[src/rtl/dmem_arbiter.sv]
// Two-port round-robin arbiter sharing a single-port data memory between the CPU
// data path and a debug/loader port, with bounded locked bursts and 1-cycle read return.
module dmem_arbiter #(
  parameter int unsigned DBITS    = 32,
  parameter int unsigned IDX_BITS = 11,
  parameter int unsigned LOCK_MAX = 16
) (
  input  logic                clk,
  input  logic                reset_n,
  input  logic                cpu_req,
  input  logic                cpu_we,
  input  logic [IDX_BITS-1:0] cpu_idx,
  input  logic [DBITS-1:0]    cpu_wdata,
  input  logic                cpu_lock,
  output logic                cpu_gnt,
  output logic                cpu_stall,
  output logic                cpu_rvalid,
  input  logic                dbg_req,
  input  logic                dbg_we,
  input  logic [IDX_BITS-1:0] dbg_idx,
  input  logic [DBITS-1:0]    dbg_wdata,
  input  logic                dbg_lock,
  output logic                dbg_gnt,
  output logic                dbg_rvalid,
  output logic [DBITS-1:0]    rdata,
  output logic                mem_we,
  output logic [IDX_BITS-1:0] mem_idx,
  output logic [DBITS-1:0]    mem_wdata,
  input  logic [DBITS-1:0]    mem_rdata
);

  localparam int unsigned CNT_BITS = $clog2(LOCK_MAX + 1);
  localparam logic [CNT_BITS-1:0] CNT_MAX = CNT_BITS'(LOCK_MAX);
  localparam logic [CNT_BITS-1:0] CNT_ONE = CNT_BITS'(1);

  typedef enum logic [1:0] {
    OWN_NONE = 2'd0,
    OWN_CPU  = 2'd1,
    OWN_DBG  = 2'd2
  } owner_e;

  // last_q: 1 = DBG was granted last, 0 = CPU
  logic                last_q, last_d;
  owner_e              owner_q, owner_d;
  logic [CNT_BITS-1:0] lock_cnt_q, lock_cnt_d;
  logic                cpu_rvalid_q, cpu_rvalid_d;
  logic                dbg_rvalid_q, dbg_rvalid_d;

  logic                gnt_cpu, gnt_dbg;
  logic                grant_lock;
  owner_e              grant_port;

  // State register
  always_ff @(posedge clk or negedge reset_n) begin
    if (!reset_n) begin
      last_q       <= 1'b1;
      owner_q      <= OWN_NONE;
      lock_cnt_q   <= '0;
      cpu_rvalid_q <= 1'b0;
      dbg_rvalid_q <= 1'b0;
    end else begin
      last_q       <= last_d;
      owner_q      <= owner_d;
      lock_cnt_q   <= lock_cnt_d;
      cpu_rvalid_q <= cpu_rvalid_d;
      dbg_rvalid_q <= dbg_rvalid_d;
    end
  end

  // Grant decision: locked owner hold first, then single requester, then round-robin
  always_comb begin
    gnt_cpu = 1'b0;
    gnt_dbg = 1'b0;
    if (owner_q == OWN_CPU && cpu_req && lock_cnt_q < CNT_MAX) begin
      gnt_cpu = 1'b1;
    end else if (owner_q == OWN_DBG && dbg_req && lock_cnt_q < CNT_MAX) begin
      gnt_dbg = 1'b1;
    end else if (cpu_req && dbg_req) begin
      gnt_cpu = last_q;
      gnt_dbg = ~last_q;
    end else begin
      gnt_cpu = cpu_req;
      gnt_dbg = dbg_req;
    end
    if (!reset_n) begin
      gnt_cpu = 1'b0;
      gnt_dbg = 1'b0;
    end
  end

  // Next-state: ownership, lock count, round-robin pointer, read-valid pipeline
  always_comb begin
    last_d       = last_q;
    owner_d      = owner_q;
    lock_cnt_d   = lock_cnt_q;
    grant_lock   = gnt_cpu ? cpu_lock : dbg_lock;
    grant_port   = gnt_cpu ? OWN_CPU : OWN_DBG;
    cpu_rvalid_d = gnt_cpu & ~cpu_we;
    dbg_rvalid_d = gnt_dbg & ~dbg_we;
    if (gnt_cpu || gnt_dbg) begin
      last_d = gnt_dbg;
      if (grant_lock) begin
        owner_d = grant_port;
        if (owner_q != grant_port) begin
          lock_cnt_d = CNT_ONE;
        end else if (lock_cnt_q != CNT_MAX) begin
          lock_cnt_d = lock_cnt_q + CNT_ONE;
        end
      end else begin
        owner_d    = OWN_NONE;
        lock_cnt_d = '0;
      end
    end else if ((owner_q == OWN_CPU && !cpu_req) || (owner_q == OWN_DBG && !dbg_req)) begin
      owner_d    = OWN_NONE;
      lock_cnt_d = '0;
    end
  end

  // Outputs: memory steered from the granted port, CPU values when idle
  always_comb begin
    cpu_gnt    = gnt_cpu;
    dbg_gnt    = gnt_dbg;
    cpu_stall  = cpu_req & ~gnt_cpu;
    cpu_rvalid = cpu_rvalid_q;
    dbg_rvalid = dbg_rvalid_q;
    rdata      = mem_rdata;
    mem_we     = gnt_dbg ? dbg_we : (gnt_cpu & cpu_we);
    mem_idx    = cpu_idx;
    mem_wdata  = cpu_wdata;
    if (gnt_dbg) begin
      mem_idx   = dbg_idx;
      mem_wdata = dbg_wdata;
    end
  end

endmodule

[config.mk]
export PLATFORM = sky130hd
export DESIGN_NAME = dmem_arbiter
export DESIGN_NICKNAME = d
export VERILOG_FILES = /design/src/rtl/dmem_arbiter.sv
export SDC_FILE = /design/constraint.sdc
export NUM_CORES = 1
export LEC_CHECK = 0
export BUFFER_PORTS_ARGS = -buffer_cell sky130_fd_sc_hd__buf_2
export CELL_PAD_IN_SITES_DETAIL_PLACEMENT = 0
export CELL_PAD_IN_SITES_GLOBAL_PLACEMENT = 1
export CORE_MARGIN = 4
export CORE_UTILIZATION = 20
export DETAILED_ROUTE_END_ITERATION = 7
export PLACE_DENSITY = 0.82
export RECOVER_POWER = 50
export SLEW_MARGIN = 10
export SYNTH_ARGS = -nofsm -noshare
export SYNTH_HDL_FRONTEND = slang
export SYNTH_SLANG_ARGS = --single-unit
[constraint.sdc]
create_clock -name clk -period 2.2 [get_ports clk]
set_input_delay 0.44 -clock clk [delete_from_list [all_inputs] [get_ports clk]]
set_output_delay 0.44 -clock clk [all_outputs]
set_load 0.01 [all_outputs]
==> flow_summary.yaml <==
finish:
  multi_input_area_um2: 993.5
  fin_cells: 371
  drive_gt1_share_pct: 76.84
  syn2layout_area_growth_pct: 58.20
  seq_area_um2: 254.0
  n_fill_cell: 752
  diodes: 0
  nets: 401
  final_util_pct: 33.09
synthesis:
  synthesis.instances: 154
  avgSynthCellArea_um2: 10.01
  syn_area_um2: 1541
  synthFlopType: "dfrtp_1"
  synth_compound_area_share_pct: 10.06
  synth_top_family_by_area: "multiplexers"
  synth.area.mux_share_pct: 39.04
  synth_xor_area_share_pct: 0
  ys_warn_count: 0
  synth_seq_cells: 10
  yosysSeqAreaShare_pct: 16.31
  ys_types: 33
  syn_nets: 282
  synth_edf_count: 0
  synth-simple-area-share_pct: 11.44
  async_flop_share_pct: 100.0
  yosys.area_share.adder_pct: 1.623
sta:
  skew_ps: 3.261
  slew_headroom_pct: 55.65
  period_minus_slack_ps: 2413
  slew_viol_final: 0
  tightestPinTransition_ps: 665.3
  setup_slack_ps: -212.7
  max_freq_mhz: 414.5
  finalHoldViolations: 0
  final.setup.tns_ps: -7186
  period_share_pct: 109.7
  setup_viol: 44
  rsz0062_at_grt: "true"
floorplan:
  die_w_um: 95.79
  start_util_pct: 20.92
  core_um2: 7370
  dieArea_um2: 9176
  ios: 207
  core.rowCount: 31
  die_h_um: 95.79
power:
  power_density_nw_per_um2: 402.6
  p_leak_nw: 1.311
  power_mw: 0.9817
  ir_worst_vdd_mv: 0.3156
global_routing:
  grt_start_max_net_pins: 28
  grt_util_met1_pct: 12.00
  antenna_found_initial: 0
  use_met3_pct: 3.362
  gr-total-overflow: 0
  grt.met2_usage_pct: 18.41
  grt-busiest-layer: "met2"
  grt_pass1_vias: 1489
  grt_first_pass_wirelength_um: 7438
  grt_util_all_layers_pct: 10.29
run_status:
  violations: "setup timing"
  status: "complete, but fails checks"
cts:
  h-tree-depth: 1
  clkSinkCount: 10
  clk_latency_ps: 240
  holdBufCountCts: 0
  root_buffer: "clkbuf_8"
  cts_made_buffers: 3
  post_cts.repair.setup_buffers: 0
  clk_path_buf_depth: 2
  clk_pin_slew_ps: 50
  tritoncts: "done"
placed_design:
  port_buffers: 142
  pre_cts_ws_ps: -42.79
  hpwl_um: 4668
  gp_congestion: 0.8814
  dp_cells: 367
setup_path:
  crit_required_ps: 1760
  cp-end-kind: "primary output"
  crit_type: "reg2out"
  worstPathMaxFanout: 27
  worst_r2r_path_depth: 6
  start_kind: "register"
  cp.arrival_ps: 1970
run:
  max_cap_violations: 0
routing:
  antenna_left: 0
  wl_per_cell_um: 15.40
  dr.pass1.iters: 4
  vias_per_cell: 4.235
  drc: 0
  drt_iter0_drc: 39
  wl_um: 5712
  num_vias: 1571
hold_path:
  hold_path_class: "in2async"
where the power goes:
group	total, mW	internal [mW]	switching, mW
clock network	0.231	0.157	0.0738
logic	0.536	0.319	0.217
registers	0.215	0.199	0.0155
total	0.982	0.675	0.306
sequential cells by signal (all words and copies together), names as in the netlist:
| signal | cells |
|---|---|
| owner_q | 2 |
| last_q | 1 |
| cpu_rvalid | 1 |
| lock_cnt_q | 5 |
| dbg_rvalid | 1 |
metrics by stage:
| step | hold WS (ps) | cell area (µm²) |
|---|---|---|
| global route | 366.2 | 2439 |
| CTS | 182.0 | 2427 |
| detailed placement | 444.0 | 2185 |
| floorplan | 144.4 | 1541 |
| finish | 353.7 | 2439 |
| global placement | 439.8 | 2185 |
path summary, 6_finish.rpt:
kind,to,from,slack (ps)
min,owner_q[1]$_DFFE_PN0P_,reset_n,350
max reg2reg,lock_cnt_q[1]$_DFFE_PN0P_,owner_q[1]$_DFFE_PN0P_,460
max in group asynchronous,owner_q[0]$_DFFE_PN0P_,reset_n,1380
max,mem_wdata[7],last_q$_DFFE_PN1P_,-210
min in group clk,dbg_rvalid$_DFF_PN0_,dbg_we,360
min reg2reg,last_q$_DFFE_PN1P_,last_q$_DFFE_PN1P_,500
final cells by class:
cell class / instances / area share, %
clock buffer: 4 / 2.258
timing repair buffer: 153 / 40.58
multi-input combinational: 99 / 40.74
sequential: 10 / 10.42
tap: 99 / 5.080
inverter: 6 / 0.9236
cells in the final DEF (no fill, tap or decap), drive strengths merged, types with 4 or more instances in the layout:
cell type,count
nand2b,4
buf,152
o21ai,6
dfrtp,9
nand2,8
nor2,7
mux2,43
inv,6
clkbuf,5
per-layer routing:
metal	wire, µm	part of all wire (%)	vias up
met2	2811	49	102
li1	-	-	751
met3	726	13	4
met1	2137	37	714
met5	0	0	-
met4	36	0.63	0
worst max-delay path: stages (launching register included):
cell      delay [ps]
dfstp_2          560
nand2_2           60
o21a_1           210
o311ai_4         130
buf_12           260
mux2_2           360
buf_2            140
Yosys cell counts, types with 3 or more instances:
cell,count,share of area [%]
a21oi_1,3,0.97
buf_4,33,16
buf_6,5,3.7
dfrtp_1,9,15
inv_1,6,1.5
mux2_2,17,12
mux2_4,26,25
nand2_1,8,1.9
nand2b_1,4,1.6
nor2_1,7,1.7
o21ai_0,4,1.3
cell families (layout without fill, tap and decap cells):
logic type / count (synthesis) / in the layout
compound gates: 21 / 21
fa+ha+maj: 2 / 2
buf+inv: 45 / 163
flops: 10 / 10
mux: 45 / 45
simple gates: 31 / 31
repair_timing:
| item | CTS | global route |
|---|---|---|
| pin swaps | 0 | 1 |
| endpoints found under the setup margin | 44 | 45 |
| resized for setup | 32 | 4 |
(Power assumes the default switching activity.)
